**config.mk**
```make
export PLATFORM = sky130hd
export DESIGN_NAME = sudoku_grid_loader
export DESIGN_NICKNAME = d
export VERILOG_FILES = /design/src/rtl/sudoku_pkg.sv /design/src/rtl/sudoku_conflict_check.sv /design/src/rtl/sudoku_grid_loader.sv
export SDC_FILE = /design/constraint.sdc
export NUM_CORES = 1
export LEC_CHECK = 0
export BUFFER_PORTS_ARGS = -buffer_cell sky130_fd_sc_hd__buf_2
export CORE_UTILIZATION = 45
export CTS_BUF_LIST = sky130_fd_sc_hd__clkbuf_2
export CTS_CLUSTER_SIZE = 25
export DETAILED_ROUTE_END_ITERATION = 10
export PLACE_DENSITY = 0.66
export SETUP_SLACK_MARGIN = 0.5
export SYNTH_ARGS = -nofsm -noshare
export SYNTH_HDL_FRONTEND = slang
export SYNTH_SLANG_ARGS = --single-unit
```
**constraint.sdc**
```tcl
create_clock -name clk -period 14.6 [get_ports clk]
set_input_delay 2.92 -clock clk [delete_from_list [all_inputs] [get_ports clk]]
set_output_delay 2.92 -clock clk [all_outputs]
set_load 0.005 [all_outputs]
```
**src/rtl/sudoku_pkg.sv**
```systemverilog
// sudoku_pkg: shared grid constants, cell geometry helpers and loader states
package sudoku_pkg;
  localparam int CELLS = 81;
  localparam int DIGIT_W = 4;
  localparam int GRID_W = CELLS * DIGIT_W;
  localparam int N = 9;
  typedef enum logic {S_LOAD, S_DONE} load_state_t;
  function automatic logic [3:0] cell_row(input logic [6:0] i);
    return 4'(i / 7'(N));
  endfunction
  function automatic logic [3:0] cell_col(input logic [6:0] i);
    return 4'(i % 7'(N));
  endfunction
  function automatic logic [6:0] box_base(input logic [6:0] i);
    logic [6:0] r, c;
    r = i / 7'(N);
    c = i % 7'(N);
    return 7'd27 * (r / 7'd3) + 7'd3 * (c / 7'd3);
  endfunction
endpackage

```
**src/rtl/sudoku_conflict_check.sv**
```systemverilog
// sudoku_conflict_check: flags din already present among written row/column/box peers of idx
module sudoku_conflict_check
  import sudoku_pkg::*;
(
  input  logic [GRID_W-1:0]  grid,
  input  logic [6:0]         idx,
  input  logic [DIGIT_W-1:0] din,
  output logic               conflict
);
  // Cells at or beyond idx are unwritten, so only lower indices are peers.
  always_comb begin
    conflict = 1'b0;
    for (int j = 0; j < CELLS; j++) begin
      conflict = conflict | ((7'(j) < idx) && (din != '0) && (grid[DIGIT_W*j +: DIGIT_W] == din) &&
                 (cell_row(7'(j)) == cell_row(idx) || cell_col(7'(j)) == cell_col(idx) ||
                  box_base(7'(j)) == box_base(idx)));
    end
  end
endmodule

```
**src/rtl/sudoku_grid_loader.sv**
```systemverilog
// sudoku_grid_loader: press-driven cell-by-cell puzzle entry building the packed solver grid
module sudoku_grid_loader
  import sudoku_pkg::*;
#(
  parameter bit CHECK_CONFLICT = 1'b1
) (
  input  logic                clk,
  input  logic                reset,
  input  logic                next,
  input  logic [DIGIT_W-1:0]  din,
  output logic [3:0]          row_d,
  output logic [3:0]          col_d,
  output logic [DIGIT_W-1:0]  val_d,
  output logic                err,
  output logic                done,
  output logic [GRID_W-1:0]   grid
);
  load_state_t state, state_n;
  logic next_q, press, last, conflict, accept, reject;
  logic [6:0] idx;
  sudoku_conflict_check u_check (
    .grid     (grid),
    .idx      (idx),
    .din      (din),
    .conflict (conflict)
  );
  always_comb begin
    press = next & ~next_q;
    last = idx == 7'(CELLS - 1);
    accept = (state == S_LOAD) && press && (din <= 4'd9) && (din == '0 || !CHECK_CONFLICT || !conflict);
    reject = (state == S_LOAD) && press && !accept;
    state_n = (accept && last) ? S_DONE : state;
  end
  // next_q resets high so a push held across reset release is not taken as a press.
  always_ff @(posedge clk or posedge reset) begin
    if (reset) begin
      state <= S_LOAD;
      next_q <= 1'b1;
      idx <= '0;
      row_d <= 4'd1;
      col_d <= 4'd1;
      val_d <= '0;
      err <= 1'b0;
      done <= 1'b0;
      grid <= '0;
    end else begin
      state <= state_n;
      next_q <= next;
      err <= reject;
      done <= state_n == S_DONE;
      if (accept) begin
        grid[DIGIT_W*idx +: DIGIT_W] <= din;
        val_d <= din;
        if (!last) begin
          idx <= idx + 7'd1;
          col_d <= (col_d == 4'd9) ? 4'd1 : col_d + 4'd1;
          row_d <= (col_d == 4'd9) ? row_d + 4'd1 : row_d;
        end
      end
    end
  end
endmodule

```
==> PnR_summary.wiki <==
{| class="wikitable"
! Metric !! Value
|-
| Status || completed
|-
| Overall global routing resource usage || 35.0%
|-
| Area Growth Syn to Fin || 13.9%
|-
| DR WL/cell || 28.2 um
|-
| Number of cell rows || 80
|-
| Hold buffer count at cts || 0
|-
| Largest clock skew in the final design || 0.130 ns
|-
| Post-Route WL || 87000 um
|-
| Number of enable-type register cells in the synthesized netlist || 0
|-
| Synthesized area divided by synthesized cell count || 10.5 um2
|-
| Post-layout net count || 2458
|-
| Slowest library cell on the worst path || sky130_fd_sc_hd__dfrtp_1
|-
| Slew Limit Headroom || 14.3%
|-
| Post-DRT Antenna Nets || 0
|-
| Busiest layer in global routing || met2
|-
| Clock period minus worst slack || 13.12 ns
|-
| Maximum clock path buffer count || 3
|-
| Antenna violations before repair || 4
|-
| Mapped cell area || 0.0218 mm2
|-
| F_max || 0.0762 GHz
|-
| Number of synthesized register bits || 346
|-
| Vias in the first global route || 19001
|-
| Number of fillers in the final layout || 4347
|-
| CTS tree || yes
|-
| Avg Vias per Cell || 6.16
|-
| Most frequent cells in the layout || sky130_fd_sc_hd__dfrtp_1, sky130_fd_sc_hd__buf_2, sky130_fd_sc_hd__mux2_1
|-
| Count of mapped cells out of synthesis || 2083
|-
| Combined area of the multi-input logic cells || 0.0125 mm2
|-
| Most repeated library cell on the critical path || sky130_fd_sc_hd__ha_1
|-
| Met1 global-route usage || 45.8%
|-
| Met2 track utilization from global routing || 53.6%
|-
| Crit start category || register
|-
| Post-synthesis net count || 2129
|-
| Largest net degree at the start of global routing || 149
|-
| Global-route wire length before repair || 128000 um
|-
| Share of post-route cells with drive strength above 1 || 25.3%
|-
| Area enclosed by the die boundary || 0.0493 mm2
|-
| Yosys warns || 0
|-
| Post-route DRC violation count || 0
|-
| Clock root buffer || sky130_fd_sc_hd__clkbuf_2
|-
| Count of distinct cell types in the synthesized netlist || 96
|-
| Required time at the endpoint of the critical path || 15.57 ns
|-
| Worst Tran Pin Value || 1.28 ns
|-
| Final count of negative-setup-slack endpoints || 0
|-
| Final Cycle Share || 89.8%
|-
| Effective utilization at floorplan || 45.7%
|-
| Core utilization of the finished layout || 52.0%
|-
| Clk pin slew, worst setup/hold paths || 0.12 ns
|-
| Sinks on the clock net || 346
|-
| Footprint of the flip-flops and latches || 0.00866 mm2
|-
| Most common flop cell mapped by yosys || sky130_fd_sc_hd__dfrtp_1
|-
| Unrepaired setup endpoints after global routing || false
|-
| Max-cap violations || 0
|-
| Initial DRT Pass Iterations || 6
|-
| Endpoints failing hold || 0
|-
| Core Box Area || 0.0477 mm2
|-
| Classification of the worst-slack hold path || reg -> reg
|-
| Die height || 222 um
|-
| Critical path arrival || 14.09 ns
|-
| I/O Pins || 345
|-
| Setup Crit Path Kind || reg -> reg
|-
| Final Worst Setup Slack || 1.48 ns
|-
| DIE WIDTH || 222 um
|-
| HPWL Detailed || 63700 um
|-
| Overall via count from detail_route || 19037
|-
| Crit path capture type || register
|-
| Iteration-0 DRC Markers || 1641
|-
| Leftover overflow at the end of global routing || 0
|-
| Sequential fraction of the synthesis area || 39.7%
|-
| Most common cell after layout, fill and taps aside || sky130_fd_sc_hd__dfrtp_1
|-
| Clock buffers created by TritonCTS || 89
|-
| Worst-Skew Late Latency || 1.19 ns
|-
| Slew Limit Fails || 0
|-
| Number of buffers added on ports || 344
|-
| Final-layout setup total negative slack || 0 ns
|-
| Critical path fanouts, max || 63
|-
| Worst stage delay on the critical path || 0.71 ns
|-
| Global placer's final weighted congestion || 1.03
|-
| H-tree lvl count || 3
|-
| FFs w/ async S/R, synth || 100%
|-
| Worst setup slack after placement || 1.39 ns
|-
| Met3 track demand over resource in global routing || 9.66%
|}
==> worst max-delay path, delay by kind of cell, from the launching register on <==
kind                       cells  cell delay, ns
DFF                            1            0.71
and+or+nand+nor               14            4.57
AOI/OAI and AO/OA             13            3.04
buffers and inverters          2            0.81
adders and majority gates      7            2.20
xor gates and xnor gates       4            1.07
muxes                          1            0.40
==> flip-flops by register name (all words and copies together), names as in the netlist <==
register and flops:
grid 324, err 1, next_q 1, val_d 4, row_d 4, state 1
col_d 4, idx 7
==> layer usage <==
layer  wire length (um)  vias up
met3               7790      209
met4               4120        4
met5                 26        -
li1                   -     8238
met1              35800     9722
met2              39300      864
==> final timing paths <==
kind	start	to	slack [ns]	cells past startpoint
worst max-delay path	idx[3]	grid[221]	1.48	41
min in group asynchronous	reset	grid[3]	2.01	2
max in group asynchronous	reset	state	10.20	4
worst min register to register	row_d[3]	row_d[3]	0.47	1
worst min-delay path	row_d[3]	row_d[3]	0.47	1
worst max register to register	idx[3]	grid[221]	1.48	41
==> cell usage after synthesis, drive strengths merged, types with 20 or more instances <==
master	count	area, um2
ha	31	388
a21oi	52	264
nand3	53	265
nor4	54	338
xnor2	172	1510
a31oi	21	138
dfrtp	343	8580
o21ai	54	274
buf	98	447
nor3	54	275
a211oi	20	155
nand2	98	368
and2	43	269
nand4	95	632
xor2	184	1620
clkbuf	39	148
mux2	335	3770
nor2	92	348
inv	31	116
==> metrics by stage <==
stage | hold WS (ns) | instances | cell area, um2
after global routing | 0.510 | 3088 | 24800
after global placement | 0.462 | 2936 | 24100
after detailed placement | 0.461 | 2936 | 24100
final | 0.474 | 3088 | 24800
after floorplan | 0.469 | 2083 | 21800
after CTS | 0.480 | 3083 | 24800
==> final cells by class <==
cell class | count | share of cell area (%)
antenna | 5 | 0.0504
sequential | 346 | 34.9
tap | 615 | 3.10
timing repair buffer | 375 | 8.13
multi-input combinational | 1568 | 50.3
clock inverter | 15 | 0.373
clock buffer | 132 | 2.66
inverter | 32 | 0.514
==> what timing repair did <==
| item | 4_1_cts | 5_1_grt |
|---|---|---|
| endpoints found under the setup margin | 0 | 224 |
| gates resized for setup | 0 | 2 |
| setup buffers | 0 | 0 |
==> kinds of logic after synthesis <==
kind of cell / share of synthesized area [%]
adders and majority gates: 2.61
xor gates and xnor gates: 14.4
muxes: 17.5
buffers and inverters: 3.28
DFF: 39.7
and+or+nand+nor: 14.4
AOI/OAI and AO/OA: 8.09
Power is left out: the tool's default activity adds up to more than one toggle a clock period on the data nets, which glitch-free logic cannot reach.
